**config.mk**
```make
export PLATFORM = sky130hd
export DESIGN_NAME = audio_pwm_player
export DESIGN_NICKNAME = d
export VERILOG_FILES = /design/src/rtl/audio_pwm_player.sv
export SDC_FILE = /design/constraint.sdc
export NUM_CORES = 1
export LEC_CHECK = 0
export CAP_MARGIN = 20
export CORE_ASPECT_RATIO = 0.5
export CORE_MARGIN = 1
export CORE_UTILIZATION = 30
export CTS_CLUSTER_DIAMETER = 30
export DETAILED_ROUTE_END_ITERATION = 7
export PLACE_DENSITY = 0.44
export RECOVER_POWER = 25
export SLEW_MARGIN = 10
export SYNTH_ARGS = -nofsm -noshare
export SYNTH_HDL_FRONTEND = slang
export SYNTH_SLANG_ARGS = --single-unit
```
**constraint.sdc**
```tcl
create_clock -name clk_in -period 3.3 [get_ports clk_in]
set_clock_uncertainty 0.1 [all_clocks]
set_input_delay 0.33 -clock clk_in [delete_from_list [all_inputs] [get_ports clk_in]]
set_output_delay 0.33 -clock clk_in [all_outputs]
set_load 0.03 [all_outputs]
```
**src/rtl/audio_pwm_player.sv**
```systemverilog
// audio_pwm_player: FIFO-buffered PCM playback, one sample per divider tick, rendered as 8-bit PWM
module audio_pwm_player #(
    parameter int SAMPLE_DIV = 2267,
    parameter int FIFO_DEPTH = 16
) (
    input  logic                          clk_in,
    input  logic                          rst_in,
    input  logic                          enable_in,
    input  logic [7:0]                    sample_in,
    input  logic                          sample_valid_in,
    output logic                          sample_ready_out,
    output logic                          aud_pwm_out,
    output logic                          underrun_out,
    output logic [$clog2(FIFO_DEPTH):0]   fill_out
);
    localparam int AW = $clog2(FIFO_DEPTH);
    localparam int CW = AW + 1;
    localparam int DW = $clog2(SAMPLE_DIV);
    localparam logic [DW-1:0] DIV_LAST = DW'(SAMPLE_DIV - 1);
    localparam logic [CW-1:0] FULL_CNT = CW'(FIFO_DEPTH);

    logic [7:0]    mem [FIFO_DEPTH];
    logic [AW-1:0] wr_ptr, rd_ptr;
    logic [CW-1:0] count;
    logic [DW-1:0] div_cnt;
    logic [7:0]    pwm_cnt, pending, duty;
    logic          push, pop, tick, empty;

    assign sample_ready_out = count != FULL_CNT;
    assign fill_out         = count;
    assign empty            = count == '0;
    assign push             = sample_valid_in && sample_ready_out;
    assign tick             = enable_in && div_cnt == DIV_LAST;
    // pop decision uses the registered count, so a same-cycle push is never read through
    assign pop              = tick && !empty;

    // sample storage; contents need no reset since the pointers gate every read
    always_ff @(posedge clk_in) begin
        if (push) mem[wr_ptr] <= sample_in;
    end

    // FIFO pointers and occupancy
    always_ff @(posedge clk_in) begin
        if (rst_in) begin
            wr_ptr <= '0;
            rd_ptr <= '0;
            count  <= '0;
        end else begin
            if (push) wr_ptr <= wr_ptr + AW'(1);
            if (pop)  rd_ptr <= rd_ptr + AW'(1);
            if (push && !pop)      count <= count + CW'(1);
            else if (pop && !push) count <= count - CW'(1);
        end
    end

    // sample-period divider, parked at zero while playback is stopped
    always_ff @(posedge clk_in) begin
        if (rst_in || !enable_in) div_cnt <= '0;
        else                      div_cnt <= tick ? '0 : div_cnt + DW'(1);
    end

    // sample hand-off: pop into pending, move pending to duty only at a PWM period boundary
    always_ff @(posedge clk_in) begin
        if (rst_in) begin
            pending      <= 8'h80;
            duty         <= 8'h80;
            underrun_out <= 1'b0;
        end else begin
            if (pop) pending <= mem[rd_ptr];
            if (tick && empty) underrun_out <= 1'b1;
            if (enable_in && pwm_cnt == 8'hFF) duty <= pending;
        end
    end

    // PWM counter and registered comparator output
    always_ff @(posedge clk_in) begin
        if (rst_in || !enable_in) begin
            pwm_cnt     <= 8'h00;
            aud_pwm_out <= 1'b0;
        end else begin
            pwm_cnt     <= pwm_cnt + 8'd1;
            aud_pwm_out <= pwm_cnt < duty;
        end
    end
endmodule

```
=== Word level (Yosys, flattened, before mapping) ===
Memories as Yosys holds them, arrays and structs flattened. A register that Yosys moved wholly into a read port is not among the register bits.
Cells that the tools add are included.

* Add/subtract/negate cells: 6
* Magnitude comparators: 1
* Equal/unequal tests: 3
* Muxes and demuxes: 4
* Reduce and logical (&&, ||, !) cells: 15

{| class="wikitable"
|+ Operators by type and width
! operator !! count
|-
| $add A12 B1 Y12 const B || 1
|-
| $eq A12 B12 Y1 const B || 1
|-
| $mux W5 || 2
|-
| $add A4 B1 Y4 const B || 2
|-
| $add A8 B1 Y8 const B || 1
|-
| $eq A8 B8 Y1 const B || 1
|-
| $lt A8 B8 Y1 || 1
|-
| $logic_and A1 B1 Y1 || 7
|-
| $add A5 B1 Y5 const B || 1
|-
| $logic_not A5 Y1 || 1
|-
| $ne A5 B5 Y1 const B || 1
|-
| $sub A5 B1 Y5 const B || 1
|-
| $logic_not A1 Y1 || 4
|-
| $mux W1 || 2
|-
| $reduce_bool A2 Y1 || 1
|-
| $reduce_or A2 Y1 || 1
|-
| $logic_or A1 B1 Y1 || 1
|}

* Flip-flop bits (word level): 43
* Memory bits (writable): 128
* Input port bits: 12
* Output and inout bits: 8
* Logic and storage cells: 38
* Memories: 1

{| class="wikitable"
|+ Memories
! name !! words !! width !! read ports !! clocked after Yosys merged registers in !! wr ports !! RTL line !! source
|-
| mem || 16 || 8 || 1 || 1 || 1 || 22 || <nowiki>logic [7:0] mem [FIFO_DEPTH];</nowiki>
|}

=== Depth between registers and ports, before layout ===
* Depth after elaboration: 6
* Depth in mapped cells: 15
* Depth with buffers taken out: 14

=== Worst setup path after synthesis ===
Ideal clock, no wire load.

* Path type: reg2reg
* From: reg div_cnt[2]
* To: reg count[4] (netlist: fill_out[4])
* Setup time: 0.070 ns
* Arrival time: 3.020 ns
* Data required time: 3.130 ns
* Setup slack: 0.109 ns
* Cell stages (with the launch flop): 14
* Buffers on the path: 1
* Period minus slack after synthesis: 3.191 ns
* Cell sequence: dfxtp_1 -> or4_4 -> or4_4 -> buf_6 -> nor2_8 -> inv_1 -> ha_1 -> inv_1 -> ha_1 -> a21o_1 -> a21oi_1 -> xnor2_1 -> or3_1 -> a21oi_1

* Longest elaborated chain between the ends: 6
* Elaborated cells between the ends (all ways): 8
* Classes of those cells: 1 x eq/ne; 1 x mux; 6 x reduce/logical

{| class="wikitable"
|+ RTL lines
! element !! RTL line !! source
|-
| start: declaration || 25 || <nowiki>logic [DW-1:0] div_cnt;</nowiki>
|-
| start signal: assignment || 59 || <nowiki>else div_cnt <= tick ? '0 : div_cnt + DW'(1);</nowiki>
|-
| $eq A12 B12 Y1 (*) || 33 || <nowiki>assign tick = enable_in && div_cnt == DIV_LAST;</nowiki>
|-
| $logic_and A1 B1 Y1 (*) || 33 ||
|-
| $logic_and A1 B1 Y1 (*) || 35 || <nowiki>assign pop = tick && !empty;</nowiki>
|-
| $logic_not A1 Y1 || 51 || <nowiki>if (push && !pop) count <= count + CW'(1);</nowiki>
|-
| $logic_and A1 B1 Y1 || 51 ||
|-
| $mux W5 / $reduce_bool A2 Y1 (equally long branches) || -- ||
|-
| end signal: assignment || 51 ||
|-
| end signal: assignment || 52 || <nowiki>else if (pop && !push) count <= count - CW'(1);</nowiki>
|-
| end: declaration || 24 || <nowiki>logic [CW-1:0] count;</nowiki>
|}

Every way passes the cells marked *; elsewhere a longest branch is shown, timed or not.
A chain may end at the register's enable or synchronous reset.

=== Worst setup path in the final report ===
Same ends and word-level chain as after synthesis.

==> PnR_summary.wiki <==
{| class="wikitable"
! Metric !! Value
|-
| Part of the cycle the worst path needs || 0.946
|-
| Setup TNS after final layout || 0 ns
|-
| Worst ir drop on vdd || 0.000383 V
|-
| Share of cells above drive strength 1 || 0.180
|-
| Top-level port count || 20
|-
| Critical Path End Type || register
|-
| Clock Pin Slew Worst Setup and Hold Paths || 0.06 ns
|-
| Die Outline Area || 24900 um^2
|-
| Library cell with the largest summed area after synthesis || sky130_fd_sc_hd__edfxtp_1
|-
| Seq/Total Area, Yosys || 0.668
|-
| Largest net degree at the start of global routing || 31
|-
| Starting density of the core || 0.312
|-
| Chip width || 222 um
|-
| Number of buffers added by the clock tree synthesis step || 17
|-
| Gr ovfl total || 0
|-
| Post-synth EDFFs || 128
|-
| Worst Hold Margin || 0.361 ns
|-
| Synth top area cells || sky130_fd_sc_hd__edfxtp_1 53%, sky130_fd_sc_hd__dfxtp_1 14%, sky130_fd_sc_hd__mux4_2 9.9%, sky130_fd_sc_hd__ha_1 3.3%, sky130_fd_sc_hd__nor2_1 2.7%
|-
| Area added between synthesis and finish || 17.2%
|-
| Setup-violating endpoint count in the final report || 0
|-
| First-pass GRT wire length || 23900 um
|-
| Combinational group share of total power || 0.097
|-
| Violation count after the first detailed-routing iteration || 286
|-
| Number of remaining DRC errors || 0
|-
| Via Count || 3910
|-
| Flops & latches, synth || 179
|-
| Sw power || 1.17 mW
|-
| Worst min-delay path class || register to register
|-
| IO buf count || 19
|-
| Run status || complete, no violations
|-
| Power share of the sequential group || 0.523
|-
| Number of nets in the layout || 565
|-
| Required time at the worst-slack endpoint || 3.55 ns
|-
| Post-layout min period || 3.12 ns
|-
| Leading register cell type out of synthesis || sky130_fd_sc_hd__edfxtp_1
|-
| Overall global routing resource usage || 0.130
|-
| Final max-slew violation count || 0
|-
| Antenna Cells || 0
|-
| Total wirelength of the detailed-routed design || 14800 um
|-
| Worst setup path category || register to register
|-
| Initial antenna violation count || 0
|-
| Worst setup margin || 0.177 ns
|-
| # resized after CTS || 0
|-
| First drt pass iteration count || 4
|-
| Post-detailed-route count of antenna-violating nets || 0
|-
| Mapped Avg Cell Area || 15.0 um^2
|-
| Insertion delay of the later-clocked pin in the worst-skew pair || 0.42 ns
|-
| Deepest clock path buffer count || 2
|-
| Setup repair after global routing missed its margin || false
|-
| Warning count from the yosys run || 0
|-
| Placer's final routability congestion estimate || 0.730
|-
| Category of the worst setup path launch point || register
|-
| Count of H-tree levels built during CTS || 4
|-
| Int Pwr || 3.63 mW
|-
| Area fraction of the dominant cell type after synthesis || 0.528
|-
| Count of cell types in the netlist || 42
|-
| Crit path DAT || 3.38 ns
|-
| Hold Violations, Final || 0
|-
| Nets in the synthesized netlist || 516
|-
| Number of violations of the max-capacitance limit || 0
|-
| Site Rows || 39
|-
| Worst slew margin || 0.530
|-
| Total Power || 4.81 mW
|-
| Core Region || 23300 um^2
|-
| Reported leakage power || 2.78 nW
|-
| Share of power burned in the clock network || 0.380
|-
| Async set or reset register ratio after synthesis || 0
|-
| Post-Synthesis Cells || 484
|-
| Power Density || 563 nW/um^2
|-
| Synthesized area || 7280 um^2
|-
| Height of the die || 112 um
|-
| Number of global-route vias before repair || 4084
|-
| CTS Hold Bufs || 0
|-
| # fillers || 2213
|-
| Number of setup buffers added after CTS || 0
|-
| Post-placement setup slack || 0.0228 ns
|-
| CTS tree || done
|-
| Routed wire per std cell || 17.4 um
|-
| Transition time of the tightest slew-check pin || 0.705 ns
|-
| Vias/cell || 4.59
|-
| Critical path fanouts, max || 5
|-
| Clk root buf || sky130_fd_sc_hd__clkbuf_16
|-
| Max Fclk || 0.320 GHz
|-
| HPWL reported at the end of detailed placement || 10000 um
|-
| Clock Sinks || 179
|-
| Fraction of power spent switching nets || 0.244
|}
==> worst paths after layout <==
| check | startpoint | to | slack [ns] | cells past startpoint |
|---|---|---|---|---|
| setup / recovery | div_cnt[2]$_SDFF_PP0_ | fill_out[4]$_SDFFE_PP0P_ | 0.18 | 12 |
| hold / removal | pwm_cnt[0]$_SDFF_PP0_ | pwm_cnt[0]$_SDFF_PP0_ | 0.36 | 1 |
| setup reg to reg | div_cnt[2]$_SDFF_PP0_ | fill_out[4]$_SDFFE_PP0P_ | 0.18 | 12 |
| hold reg to reg | pwm_cnt[0]$_SDFF_PP0_ | pwm_cnt[0]$_SDFF_PP0_ | 0.36 | 1 |
==> metrics by stage <==
step	std cells	instance area, um^2	utilization
after detailed placement	821	8020	0.344
after CTS	852	8540	0.366
after global routing	852	8530	0.366
final	852	8530	0.366
after global placement	821	8020	0.344
after floorplan	484	7280	-
==> cells in the mapped netlist (all sizes together), types with 3 or more instances <==
cell and number:
clkbuf 15, o21ai 14, a21o 4, nand2 28, dfxtp 51, nand3 7
mux2i 10, nand4 5, nor3 6, a21oi 19, edfxtp 128, a211o 3
a22oi 14, nand2b 4, nor2 55, ha 19, xnor2 10, xor2 12
nor2b 4, or3 5, inv 15, buf 7, mux4 32
==> power by group through the flow <==
stage                     logic, mW  clock network [mW]  registers (mW)
after floorplan               0.272                   0            2.59
after global placement        0.476                   0            2.57
after detailed placement      0.475                   0            2.57
after CTS                     0.479                1.88            2.52
after global routing          0.516                1.98            2.52
final                         0.467                1.83            2.52
==> area by class of cell <==
class / instances / area [um^2] / share of cell area
tap: 307 / 384 / 0.0450
multi-input combinational: 268 / 2250 / 0.264
sequential: 179 / 4870 / 0.570
inverter: 15 / 56.3 / 0.00660
clock inverter: 11 / 80.1 / 0.00938
timing repair buffer: 52 / 459 / 0.0538
clock buffer: 20 / 437 / 0.0512
==> critical path, stage by stage (launching register included) <==
cell	delay (ns)
sky130_fd_sc_hd__dfxtp_1	0.35
sky130_fd_sc_hd__or4_4	0.58
sky130_fd_sc_hd__or4_4	0.48
sky130_fd_sc_hd__nor2_8	0.10
sky130_fd_sc_hd__inv_1	0.05
sky130_fd_sc_hd__ha_1	0.19
sky130_fd_sc_hd__inv_1	0.08
sky130_fd_sc_hd__ha_1	0.23
sky130_fd_sc_hd__a21o_1	0.17
sky130_fd_sc_hd__a21oi_1	0.18
sky130_fd_sc_hd__xnor2_1	0.09
sky130_fd_sc_hd__or3_1	0.30
sky130_fd_sc_hd__a21oi_1	0.14
==> cells by family after synthesis <==
group	after synthesis	share of synthesized area
flip-flops	179	0.668
AO/OA/AOI/OAI	59	0.0524
AND/OR/NAND/NOR	125	0.0822
buffers and inverters	37	0.0223
adder cells (fa/ha/maj)	20	0.0354
XOR/XNOR	22	0.0265
multiplexers	42	0.113
==> state kept, by name, summed over array words and instances, names as in the netlist <==
register,cells
wr_ptr,4
div_cnt,12
mem,128
fill_out,5
aud_pwm_out,1
rd_ptr,4
pwm_cnt,8
underrun_out,1
duty,8
pending,8
==> layout by cell type (no fill, tap or decap), types with 4 or more instances in the layout <==
cell type / instances
sky130_fd_sc_hd__edfxtp_1: 128
sky130_fd_sc_hd__nor2_1: 53
sky130_fd_sc_hd__dfxtp_1: 50
sky130_fd_sc_hd__mux4_2: 32
sky130_fd_sc_hd__buf_4: 30
sky130_fd_sc_hd__nand2_1: 28
sky130_fd_sc_hd__a21oi_1: 19
sky130_fd_sc_hd__ha_1: 19
sky130_fd_sc_hd__clkbuf_16: 17
sky130_fd_sc_hd__inv_1: 15
sky130_fd_sc_hd__a22oi_1: 14
sky130_fd_sc_hd__clkdlybuf4s50_1: 13
sky130_fd_sc_hd__xor2_1: 12
sky130_fd_sc_hd__o21ai_0: 10
sky130_fd_sc_hd__xnor2_1: 10
sky130_fd_sc_hd__mux2i_1: 10
sky130_fd_sc_hd__nand3_1: 7
sky130_fd_sc_hd__nor3_1: 6
sky130_fd_sc_hd__dlygate4sd3_1: 6
sky130_fd_sc_hd__or3_1: 5
sky130_fd_sc_hd__nand4_1: 5
sky130_fd_sc_hd__nand2b_1: 4
sky130_fd_sc_hd__nor2b_1: 4
sky130_fd_sc_hd__o21ai_1: 4
sky130_fd_sc_hd__a21o_1: 4
sky130_fd_sc_hd__clkbuf_1: 4
==> routing by layer <==
| metal | vias to the layer above | share of wire | track usage |
|---|---|---|---|
| met4 | 0 | 0.0068 | 0.0347 |
| met3 | 10 | 0.027 | 0.0356 |
| met5 | - | 0 | 0 |
| met1 | 1958 | 0.50 | 0.181 |
| li1 | 1910 | - | - |
| met2 | 32 | 0.46 | 0.200 |
Note: power is estimated with default switching activity, not from simulation.
